--- config.mk ---
export PLATFORM = sky130hd
export DESIGN_NAME = pwm_capture_flat
export DESIGN_NICKNAME = d
export VERILOG_FILES = /design/src/rtl/pwm_capture_if.sv /design/src/rtl/pwm_capture.sv /design/src/flat_wrapper.sv
export SDC_FILE = /design/constraint.sdc
export NUM_CORES = 1
export LEC_CHECK = 0
export CAP_MARGIN = 25
export CORE_MARGIN = 10
export CORE_UTILIZATION = 55
export CTS_CLUSTER_SIZE = 16
export DETAILED_ROUTE_END_ITERATION = 7
export PLACE_DENSITY = 0.94
export SLEW_MARGIN = 20
export SYNTH_ARGS = -nofsm -noshare
export SYNTH_HDL_FRONTEND = slang
export SYNTH_SLANG_ARGS = --single-unit
export TNS_END_PERCENT = 1
--- constraint.sdc ---
create_clock -name mclk -period 5.7 [get_ports mclk]
set_input_delay 1.14 -clock mclk [delete_from_list [all_inputs] [get_ports mclk]]
set_output_delay 1.14 -clock mclk [all_outputs]
set_load 0.02 [all_outputs]
--- src/rtl/pwm_capture_if.sv ---
// Register-bus bundle for pwm_capture: one request per reg_cs cycle,
// single-cycle reg_ack with registered read data.
interface pwm_capture_if;
    logic        reg_cs;
    logic        reg_wr;
    logic [1:0]  reg_addr;
    logic [31:0] reg_wdata;
    logic [3:0]  reg_be;
    logic [31:0] reg_rdata;
    logic        reg_ack;

    modport master (
        output reg_cs, reg_wr, reg_addr, reg_wdata, reg_be,
        input  reg_rdata, reg_ack
    );

    modport slave (
        input  reg_cs, reg_wr, reg_addr, reg_wdata, reg_be,
        output reg_rdata, reg_ack
    );
endinterface

--- src/rtl/pwm_capture.sv ---
// Single-channel PWM capture: measures high time and period of a selected pad.
// Optional PWM_CAP_GLITCH_FILT_EN adds a 3-sample majority filter (STATUS[7]=1).
module pwm_capture #(
    parameter int unsigned CNT_W = 16
) (
    input  logic         mclk,
    input  logic         h_reset,
    pwm_capture_if.slave bus,
    input  logic [7:0]   pad_gpio,
    output logic         cap_intr
);

    typedef enum logic [1:0] {
        IDLE       = 2'd0,
        WAIT_START = 2'd1,
        MEAS_HIGH  = 2'd2,
        MEAS_LOW   = 2'd3
    } state_t;

`ifdef PWM_CAP_GLITCH_FILT_EN
    localparam logic       FILT_EN = 1'b1;
    localparam logic [2:0] BLANK   = 3'd5;
`else
    localparam logic       FILT_EN = 1'b0;
    localparam logic [2:0] BLANK   = 3'd3;
`endif

    logic [7:0]       cfg_q, cfg_d;
    logic             ack_q;
    logic [31:0]      rdata_q, rdata_d;
    logic             done_q, done_d, ovf_q, ovf_d;
    logic             set_done, set_ovf;
    logic [CNT_W-1:0] cnt_q, cnt_d;
    logic [CNT_W-1:0] high_tmp_q, high_tmp_d;
    logic [CNT_W-1:0] period_q, period_d;
    logic [CNT_W-1:0] high_q, high_d;
    state_t           state_q, state_d;
    logic             sync1_q, sync2_q, prev_q;
    logic [2:0]       blank_q, blank_d;
    logic             raw, sample, rise, fall;
    logic             acc, cfg_wr, st_wr, sel_diff, restart, blank_load;
    logic [1:0]       w1c;
    logic             unused_bus;

    assign unused_bus = ^{bus.reg_wdata[31:8], bus.reg_be[3:1]};

    // Bus decode: a request is accepted only when no ack is outstanding.
    assign acc    = bus.reg_cs & ~ack_q;
    assign cfg_wr = acc & bus.reg_wr & (bus.reg_addr == 2'd0) & bus.reg_be[0];
    assign st_wr  = acc & bus.reg_wr & (bus.reg_addr == 2'd1) & bus.reg_be[0];
    assign cfg_d  = cfg_wr ? bus.reg_wdata[7:0] : cfg_q;
    assign w1c    = st_wr ? bus.reg_wdata[1:0] : 2'b00;

    // Enabling or re-steering the input blanks edges until the synchroniser
    // holds only samples of the new selection.
    assign sel_diff   = (cfg_d[4:1] != cfg_q[4:1]);
    assign restart    = cfg_q[0] & cfg_d[0] & sel_diff;
    assign blank_load = cfg_d[0] & (~cfg_q[0] | sel_diff);
    assign blank_d    = blank_load ? BLANK :
                        (blank_q != 3'd0) ? blank_q - 3'd1 : 3'd0;

`ifdef PWM_CAP_GLITCH_FILT_EN
    logic [2:0] filt_q;
    always_ff @(posedge mclk) begin
        if (h_reset) filt_q <= '0;
        else         filt_q <= {filt_q[1:0], sync2_q};
    end
    assign raw = (filt_q[0] & filt_q[1]) | (filt_q[1] & filt_q[2]) | (filt_q[0] & filt_q[2]);
`else
    assign raw = sync2_q;
`endif

    assign sample = raw ^ cfg_q[4];
    assign rise   = sample & ~prev_q & (blank_q == 3'd0);
    assign fall   = ~sample & prev_q & (blank_q == 3'd0);

    always_ff @(posedge mclk) begin
        if (h_reset) begin
            cfg_q   <= '0;
            ack_q   <= 1'b0;
            rdata_q <= '0;
            sync1_q <= 1'b0;
            sync2_q <= 1'b0;
            prev_q  <= 1'b0;
            blank_q <= '0;
        end else begin
            cfg_q   <= cfg_d;
            ack_q   <= acc;
            rdata_q <= rdata_d;
            sync1_q <= pad_gpio[cfg_q[3:1]];
            sync2_q <= sync1_q;
            prev_q  <= sample;
            blank_q <= blank_d;
        end
    end

    always_comb begin
        rdata_d = '0;
        if (acc && !bus.reg_wr) begin
            unique case (bus.reg_addr)
                2'd0: rdata_d = {24'd0, cfg_q};
                2'd1: rdata_d = {24'd0, FILT_EN, 2'b00, 1'b0, state_q, ovf_q, done_q};
                2'd2: rdata_d = {{(32-CNT_W){1'b0}}, period_q};
                2'd3: rdata_d = {{(32-CNT_W){1'b0}}, high_q};
                default: rdata_d = '0;
            endcase
        end
    end

    always_ff @(posedge mclk) begin
        if (h_reset) begin
            state_q    <= IDLE;
            cnt_q      <= '0;
            high_tmp_q <= '0;
            period_q   <= '0;
            high_q     <= '0;
            done_q     <= 1'b0;
            ovf_q      <= 1'b0;
        end else begin
            state_q    <= state_d;
            cnt_q      <= cnt_d;
            high_tmp_q <= high_tmp_d;
            period_q   <= period_d;
            high_q     <= high_d;
            done_q     <= done_d;
            ovf_q      <= ovf_d;
        end
    end

    always_comb begin
        state_d    = state_q;
        cnt_d      = cnt_q;
        high_tmp_d = high_tmp_q;
        period_d   = period_q;
        high_d     = high_q;
        set_done   = 1'b0;
        set_ovf    = 1'b0;
        if (!cfg_q[0]) begin
            state_d = IDLE;
            cnt_d   = '0;
        end else if (restart) begin
            state_d = WAIT_START;
            cnt_d   = '0;
        end else begin
            unique case (state_q)
                IDLE: begin
                    cnt_d = '0;
                    if (!done_q) state_d = WAIT_START;
                end
                WAIT_START: begin
                    if (rise) begin
                        state_d = MEAS_HIGH;
                        cnt_d   = CNT_W'(1);
                    end
                end
                MEAS_HIGH: begin
                    if (fall) begin
                        high_tmp_d = cnt_q;
                        state_d    = MEAS_LOW;
                        cnt_d      = cnt_q + CNT_W'(1);
                    end else if (cnt_q == '1) begin
                        set_ovf = 1'b1;
                        state_d = WAIT_START;
                        cnt_d   = '0;
                    end else begin
                        cnt_d = cnt_q + CNT_W'(1);
                    end
                end
                MEAS_LOW: begin
                    if (rise) begin
                        period_d = cnt_q;
                        high_d   = high_tmp_q;
                        set_done = 1'b1;
                        cnt_d    = CNT_W'(1);
                        state_d  = cfg_q[7] ? IDLE : MEAS_HIGH;
                    end else if (cnt_q == '1) begin
                        set_ovf = 1'b1;
                        state_d = WAIT_START;
                        cnt_d   = '0;
                    end else begin
                        cnt_d = cnt_q + CNT_W'(1);
                    end
                end
                default: state_d = IDLE;
            endcase
        end
        // A set in the same cycle as a write-1-to-clear wins.
        done_d = set_done | (done_q & ~w1c[0]);
        ovf_d  = set_ovf  | (ovf_q  & ~w1c[1]);
    end

    assign bus.reg_ack   = ack_q;
    assign bus.reg_rdata = rdata_q;
    assign cap_intr      = (done_q & cfg_q[5]) | (ovf_q & cfg_q[6]);

endmodule

--- src/flat_wrapper.sv ---
// flat-port wrapper written by rule: the top's interface ports become plain ports
module pwm_capture_flat 
#(
    parameter int unsigned CNT_W = 16
)
  (mclk, h_reset, pad_gpio, cap_intr, bus_reg_cs, bus_reg_wr, bus_reg_addr, bus_reg_wdata, bus_reg_be, bus_reg_rdata, bus_reg_ack);
  pwm_capture_if bus_i ();
  input  logic mclk;
  input  logic h_reset;
  input  logic [7:0] pad_gpio;
  output logic cap_intr;
  input wire logic [$bits(bus_i.reg_cs)-1:0] bus_reg_cs;
  input wire logic [$bits(bus_i.reg_wr)-1:0] bus_reg_wr;
  input wire logic [$bits(bus_i.reg_addr)-1:0] bus_reg_addr;
  input wire logic [$bits(bus_i.reg_wdata)-1:0] bus_reg_wdata;
  input wire logic [$bits(bus_i.reg_be)-1:0] bus_reg_be;
  output wire logic [$bits(bus_i.reg_rdata)-1:0] bus_reg_rdata;
  output wire logic [$bits(bus_i.reg_ack)-1:0] bus_reg_ack;
  assign bus_i.reg_cs = bus_reg_cs;
  assign bus_i.reg_wr = bus_reg_wr;
  assign bus_i.reg_addr = bus_reg_addr;
  assign bus_i.reg_wdata = bus_reg_wdata;
  assign bus_i.reg_be = bus_reg_be;
  assign bus_reg_rdata = bus_i.reg_rdata;
  assign bus_reg_ack = bus_i.reg_ack;
  pwm_capture #(.CNT_W(CNT_W)) u_core (.mclk(mclk), .h_reset(h_reset), .bus(bus_i), .pad_gpio(pad_gpio), .cap_intr(cap_intr));
endmodule
==> results of run 1 <==
[area by class of cell]
type | instances | area (µm²) | share of cell area (%)
Tap cell | 102 | 128 | 2.63
Inverter | 5 | 18.8 | 0.387
Clock buffer | 10 | 138 | 2.84
Multi-Input combinational cell | 328 | 2090 | 43.0
Clock inverter | 6 | 76.3 | 1.58
Timing Repair Buffer | 43 | 418 | 8.62
Sequential cell | 99 | 1980 | 40.9
[cell usage in the layout (no fill, tap or decap), types with 7 or more instances in the layout]
cell and count:
dfxtp_1 99, nand2_1 78, nor2_1 59, clkdlybuf4s50_1 39, mux2i_1 34, a21oi_1 26, xor2_1 18, conb_1 16
a21oi_2 12, clkbuf_8 10, nand3_1 9, nand4_1 9, nor2b_1 7
[layer usage]
| metal | part of all wire [%] | vias to the layer above | global-route usage [%] |
|---|---|---|---|
| li1 | - | 1589 | - |
| met1 | 40 | 1649 | 19.5 |
| met2 | 51 | 142 | 29.7 |
| met3 | 6.3 | 15 | 3.48 |
| met4 | 1.9 | 0 | 6.59 |
| met5 | 0 | - | 0 |
[critical path, cell delays in order]
cell and delay (ns):
clkdlybuf4s50_1 0.68, nor2_4 0.30, nand3_1 0.27, o2111ai_4 0.76, mux2i_1 0.28, nor2_1 0.06
[cell usage after synthesis (all sizes together) (3+ instances only)]
cell / number / share of area [%]
dfxtp: 99 / 46
nand2: 78 / 6.8
nor2: 60 / 5.4
a21oi: 38 / 5.4
mux2i: 34 / 7.9
buf: 32 / 5.7
xor2: 18 / 3.6
clkbuf: 9 / 0.78
nand3: 9 / 1.0
nand4: 9 / 1.3
nor2b: 7 / 1.0
mux4: 6 / 3.1
inv: 5 / 0.43
a22oi: 4 / 0.70
mux2: 4 / 1.0
nor3: 4 / 0.72
and3: 3 / 0.43
nand4b: 3 / 0.61
nor4: 3 / 0.93
o21ai: 3 / 0.35
[registers in the layout, indices dropped and copies added (netlist names), 2 cells and up]
register and count:
u_core.blank_q 3, u_core.bus.reg_rdata 16, u_core.cfg_q 8, u_core.cnt_q 16, u_core.high_q 16, u_core.high_tmp_q 16, u_core.period_q 16, u_core.state_q 2
[stage by stage]
stage	instance area, µm²	cells	power, mW	worst slack, ns
after floorplan	4380	474	0.757	3.12
after global placement	4630	577	0.769	2.17
after detailed placement	4630	577	0.772	2.11
after CTS	4850	593	1.24	2.43
after global routing	4850	593	1.27	2.30
final	4850	593	1.24	2.42
[logic make-up after synthesis]
group / Yosys count / share of synthesized area (%)
xor+xnor: 20 / 4.23
other cells: 1 / 0.0868
buf+inv: 47 / 7.15
mux: 44 / 12.0
flops: 99 / 45.9
compound gates: 59 / 9.88
simple gates: 188 / 20.4
fa+ha+maj: 1 / 0.290
[worst max-delay path by stage]
stage	to	slack, ns	cells past startpoint
6_report	u_core.high_tmp_q[14]	2.42	6
5_1_grt	u_core.high_tmp_q[14]	2.30	6
4_1_cts	u_core.high_tmp_q[14]	2.43	6
3_5_place_dp	u_core.high_tmp_q[6]	2.11	6
3_3_place_gp	u_core.high_tmp_q[9]	2.17	6
2_1_floorplan	u_core.high_tmp_q[10]	3.12	7
[power groups by stage]
stage	sequential (mW)	combinational, mW	clock, mW
3_5_place_dp	0.712	0.0601	0
6_report	0.696	0.0613	0.482
5_1_grt	0.696	0.0652	0.510
3_3_place_gp	0.711	0.0578	0
4_1_cts	0.695	0.0607	0.481
2_1_floorplan	0.711	0.0458	0
==> flow_summary.toml, run 1 <==
[job]
cap_violations = 0

[timing]
hold_viol = 0
tns_ns = 0
min_period_over_period_pct = 57.5
max_slew_margin_pct = 43.9
clock_skew_ns = 0.00810
drv_slew = 0
worst_slew_pin_slew_ns = 0.842
whs_ns = 0.455
max_freq_ghz = 0.305
fin_crit_ns = 3.28
rsz0062_at_grt = "false"
setup_violations = 0

[synth]
async_reset_ff_share_pct = 0
synth-edff-count = 0
ys_ff_latch = 99
synth_cell_types = 56
syn_area_um2 = 4320
ys.flop_type = "dfxtp_1"
syn_inst = 459
synth_warnings = 0
seq_area_frac_synth_pct = 45.9
avgSynthCellArea_um2 = 9.41

[setup_path]
cp_max_fo = 16
cp-start-kind = "input pin"
cp-startpoint = "bus_reg_addr[1]"
critPathKind = "in2reg"
r2r_slack_ns = 3.24
r2r_cells = 6
timing.rr.start = "u_core.cnt_q[0]"
end_kind = "register"
cp.arrival_ns = 3.51
cp_data_required_time_ns = 5.93
r2r_end = "u_core.cnt_q[6]"

[route]
vias = 3395
drc = 0
detail-route-antenna-nets = 0
drt_iter0_drc = 339
first_pass_iters = 5
routed_via_density = 5.73
post_drt_wl_per_cell_um = 16.7
wl_um = 9930

[place]
gp_congestion = 0.854
portBuffers = 40
hpwl_um = 6600

[power_and_ir_drop]
peakVddDrop_v = 0.000115
pwr-share-clk_pct = 38.9
switchingPower_uw = 297
seq_power_share_pct = 56.1
p_per_area_nw_per_um2 = 256
p_int_uw = 942
p_sw_share_pct = 24.0
p_leak_nw = 1.76
combPwrFrac_pct = 4.9

[outcome]
status = "completed"

[clocking]
cts_tree = "done"
cts_hold_buffers = 0
numClockSinks = 99
cts_setup_buffers = 0
ctsLongestPathBuffers = 2
cts_root_buf = "clkbuf_8"
cts_buffers = 9
worstSkewPairLatency_ns = 0.37
cts_resized = 0
clk_pin_slew_worst_paths_ns = 0.10
cts.htree.levels = 3

[floorplan]
die_area_um2 = 11800
core_um2 = 7690
fp.dieW_um = 109
die_h_um = 109
ios = 84
num_rows = 32
initial_utilization_pct = 56.2

[grt]
antenna_found_initial = 0
grt-ovfl-total = 0
grt_pass1_wl_um = 15900
track_usage_pct = 16.8
grt_start_max_net_pins = 70
grt_pass1_vias = 3253

[min_path]
min_to = "u_core.raw"
whs_path_depth = 1
hold_start = "u_core.sync1_q"
hp-class = "reg2reg"

[cells_and_area]
area_growth_pct = 12.2
drive_above_1_share_pct = 10.8
antennaDiodeCount = 0
utilization_pct = 63.0
nets = 537
num-fill-cells = 559
(Power assumes the default switching activity.)
==> run 2: changes to the inputs <==
CORE_UTILIZATION = 47   (was 55)
PLACE_DENSITY = 0.86   (was 0.94)
clock period = 3 ns   (was 5.7 ns; I/O delays follow)
==> run 2 against run 1 <==
Sequential power grew 90%. Sequential share of layout area shrank 0.18 points. Non-clock buffer count grew 4. Global-route usage shrank 2.7 points. Combinational power grew 92%. Power grew 81%. Worst setup slack lost 1.7 ns. Clock-buffer cell count shrank 1.
==> flow_summary.toml, run 2 (synthesis results as in run 1) <==
[setup_path]
cp.arrival_ns = 2.54
cpPeakStageDelay_ns = 0.47
crit_family = "buffers and inverters"
path_buf_inv = 2
cp_data_required_time_ns = 3.25
cp-start-kind = "input pin"
crit_chain = "clkdlybuf4s50_1 > and4b_1 > nand3_1 > o2111ai_4 > buf_4 > mux2i_1 > nor2_1"
critPathSlowestCell = "clkdlybuf4s50_1"
cp_max_fo = 16
end_kind = "register"
critPathKind = "in2reg"

[power_and_ir_drop]
total_power_mw = 2.24
switchingPower_uw = 560
combPwrFrac_pct = 5.3
p_per_area_nw_per_um2 = 460
p_leak_nw = 1.75
peakVddDrop_v = 0.000204
pwr-share-clk_pct = 35.7
seq_power_share_pct = 59.0
p_int_mw = 1.68
p_sw_share_pct = 25.0

[grt]
track_usage_pct = 14.1
grt_pass1_wl_um = 15200
grt_pass1_vias = 3205
grt_start_max_net_pins = 43
grt-ovfl-total = 0
antenna_found_initial = 0

[cells_and_area]
antennaDiodeCount = 0
stdcell_count = 603
area_growth_pct = 12.7
layout_common_cells = "dfxtp_1, nand2_1, nor2_1"
drive_above_1_share_pct = 11.5
final_cell_area_um2 = 4870
mostFrequentLayoutCell = "dfxtp_1"
utilization_pct = 55.0
nets = 541

[timing]
fin_crit_ns = 2.29
whs_ns = 0.460
setup_slack_ns = 0.711
rsz0062_at_grt = "false"
setup_violations = 0
worst_slew_pin_slew_ns = 0.661
drv_slew = 0
clock_skew_ns = 0.00754
tns_ns = 0
hold_viol = 0
min_period_over_period_pct = 76.3
max_freq_ghz = 0.437
max_slew_margin_pct = 55.8

[job]
cap_violations = 0

[floorplan]
initial_utilization_pct = 48.8
ios = 84
num_rows = 34
die_area_um2 = 13400
die_h_um = 116
fp.dieW_um = 116
core_um2 = 8850

[clocking]
cts_hold_buffers = 0
clk_pin_slew_worst_paths_ns = 0.09
cts.htree.levels = 3
cts_tree = "done"
cts_setup_buffers = 0
worstSkewPairLatency_ns = 0.37
cts_buffers = 9
ctsLongestPathBuffers = 2
cts_resized = 0
cts_root_buf = "clkbuf_8"
numClockSinks = 99

[place]
placed_area_um2 = 4680
portBuffers = 40
hpwl_um = 6470
gp_congestion = 0.800
dp.cells = 587
dp_worst_setup_slack_ns = 0.368

[route]
first_pass_iters = 4
routed_via_density = 5.41
post_drt_wl_per_cell_um = 15.3
wl_um = 9210
drc = 0
detail-route-antenna-nets = 0
drt_iter0_drc = 232
vias = 3262

[min_path]
hp-class = "reg2reg"

[outcome]
status = "completed"
## run 2: cell types whose count changed in the layout (fill, tap and decap cells not counted)
cell	delta
inv_8	+1
bufinv_16	-1
buf_12	+1
clkinvlp_4	+4
buf_4	+3
inv_6	-3
clkbuf_8	-1
## run 2: worst min-delay path: stages (launching register included)
cell	delay [ns]
dfxtp_1	0.32
nand2_1	0.05
a21oi_1	0.05
## run 2: power groups by stage
stage / logic [mW] / registers [mW] / clock network (mW)
after floorplan: 0.0870 / 1.35 / 0
after global placement: 0.113 / 1.35 / 0
after detailed placement: 0.117 / 1.35 / 0
after CTS: 0.118 / 1.32 / 0.810
after global routing: 0.126 / 1.32 / 0.865
final: 0.118 / 1.32 / 0.800
## run 2: area by class of cell
class | instances | area (µm²)
Multi-Input combinational cell | 328 | 2090
Clock buffer | 9 | 124
Sequential cell | 99 | 1980
Fill cell | 735 | 3980
Clock inverter | 7 | 61.3
Timing Repair Buffer | 47 | 460
Tap cell | 108 | 135
Inverter | 5 | 18.8
## run 2: routing by layer
| metal | share of wire (%) | GRT usage [%] | wire, µm |
|---|---|---|---|
| met4 | 2.1 | 5.75 | 189 |
| met2 | 50 | 24.2 | 4600 |
| met1 | 42 | 16.4 | 3860 |
| met5 | 0 | 0 | 0 |
| met3 | 6.0 | 3.31 | 555 |
## run 2: final timing paths
check                      startpoint              endpoint  slack [ns]  cells after the start
hold reg to reg   u_core.period_q[10]   u_core.period_q[10]        0.46                      2
setup / recovery           bus_reg_wr  u_core.high_tmp_q[5]        0.71                      7
hold / removal    u_core.period_q[10]   u_core.period_q[10]        0.46                      2
setup reg to reg      u_core.cnt_q[1]       u_core.cnt_q[5]        0.73                      6
==> run 3: changes to the inputs <==
CORE_UTILIZATION = 52   (was 47)
PLACE_DENSITY = 0.9   (was 0.86)
clock period = 2.2 ns   (was 3 ns; I/O delays follow)
==> run 3 against run 2 <==
Clock power increased by 46%. Hold slack got worse by 0.0072 ns. Clock skew about the same. Largest cell class unchanged.
==> flow_summary.toml, run 3 (synthesis results as in run 1) <==
[setup_path]
critPathSlowestCell = "clkdlybuf4s50_1"
critPathKind = "reg2out"
r2r_cells = 7
crit_chain = "a22o_1 > clkdlybuf4s50_1"
cpPeakStageDelay_ns = 0.62
cp-start-kind = "register"
timing.rr.start = "u_core.cnt_q[1]"
r2r_end = "u_core.cnt_q[4]"
cp_max_fo = 4
cp.arrival_ns = 1.62
crit_family = "buffers and inverters"
end_kind = "primary output"
r2r_slack_ns = 0.19
cp_data_required_time_ns = 1.76
path_buf_inv = 1

[route]
wl_um = 9920
drc = 0
drt_iter0_drc = 336
first_pass_iters = 5
detail-route-antenna-nets = 0
vias = 3333
post_drt_wl_per_cell_um = 16.2
routed_via_density = 5.43

[floorplan]
die_h_um = 111
num_rows = 33
die_area_um2 = 12400
fp.dieW_um = 111
ios = 84
initial_utilization_pct = 53.1
core_um2 = 8130

[cells_and_area]
antennaDiodeCount = 0
nets = 556
area_growth_pct = 16.6
layout_common_cells = "dfxtp_1, nand2_1, nor2_1"
drive_above_1_share_pct = 13.9
mostFrequentLayoutCell = "dfxtp_1"
stdcell_count = 614
num-fill-cells = 570
regArea_um2 = 1980
multiInputGateArea_um2 = 2090

[timing]
drv_slew = 0
setup_violations = 0
worst_slew_pin_slew_ns = 0.609
fin_crit_ns = 2.06
max_slew_margin_pct = 59.4
clock_skew_ns = 0.00782
min_period_over_period_pct = 93.5
rsz0062_at_grt = "false"
max_freq_ghz = 0.486
whs_ns = 0.452
hold_viol = 0

[min_path]
whs_path_depth = 2
min_to = "u_core.high_q[4]"
hp-class = "reg2reg"
hold_start = "u_core.high_q[4]"

[clocking]
cts.htree.levels = 3
numClockSinks = 99
ctsLongestPathBuffers = 2
cts_root_buf = "clkbuf_8"
worstSkewPairLatency_ns = 0.37
cts_tree = "done"
clk_pin_slew_worst_paths_ns = 0.09
cts_buffers = 9

[place]
portBuffers = 40
gp_congestion = 0.856
dp.cells = 599
hpwl_um = 6840

[grt]
track_usage_pct = 15.9
antenna_found_initial = 0
grt_pass1_wl_um = 16500
grt_start_max_net_pins = 54
grt-ovfl-total = 0
grt_pass1_vias = 3381

[power_and_ir_drop]
p_per_area_nw_per_um2 = 624
p_leak_nw = 1.87
total_power_mw = 3.14
peakVddDrop_v = 0.000254

[outcome]
status = "completed"

[job]
cap_violations = 0
==> run 3: changes by cell type in the layout (fill, tap and decap cells not counted), sizes merged <==
cell / change
clkinvlp: -2
clkbuf: +1
clkinv: +1
buf: +15
inv: -2
bufinv: +1
==> run 3: power by group <==
part	internal, mW	switching [mW]
clock	0.556	0.615
combinational	0.0712	0.0979
sequential	1.80	0.00610
total	2.42	0.719
==> run 3: area by class of cell <==
cell class              instances  area share (%)
clock inverters                 5            1.24
multi-input cells             328            41.6
well taps                     105            2.61
repair buffers                 62            12.1
clock buffers                  10            2.73
inverters                       5           0.373
flip-flops and latches         99            39.3
==> run 3: worst min-delay path, stage by stage (launching register included) <==
cell and delay, ns:
dfxtp_1 0.32, nand2_1 0.05, a21oi_1 0.05
==> run 3: per-stage QoR <==
stage          area, µm²  TNS (ns)  setup WS, ns  utilization, %
2_1_floorplan       4380         0         0.317               -
3_3_place_gp        4830     -2.05       -0.0556            59.4
3_5_place_dp        4830     -6.63        -0.143            59.4
4_1_cts             5030         0         0.108            61.8
5_1_grt             5040         0        0.0365            61.9
6_report            5040         0         0.143            61.9
==> run 3: layer usage <==
metal  vias to the layer above  global-route usage [%]  part of all wire [%]
met5                         -                       0                     0
met4                         0                    7.71                   2.1
met3                        20                    2.87                   6.0
met2                       106                    27.2                    51
met1                      1583                    18.7                    41
li1                       1624                       -                     -
==> run 3: how the worst max path moves through the flow <==
stage,startpoint,to,slack (ns),depth (start not counted)
floorplan,bus_reg_addr[0],u_core.high_tmp_q[10],0.32,7
global placement,bus_reg_wr,u_core.high_q[11],-0.06,8
detailed placement,bus_reg_wr,u_core.period_q[3],-0.14,8
CTS,u_core.cnt_q[1],u_core.cnt_q[4],0.11,7
global route,bus_reg_cs,u_core.period_q[12],0.04,8
finish,u_core.done_q,cap_intr,0.14,2
==> run 3: repair_timing <==
action | in CTS | in global routing
setup endpoints to repair | 0 | 16
endpoints found under the hold margin | 0 | 0
hold buffers | 0 | 0
buffers inserted | 0 | 0
resized for setup | 0 | 1
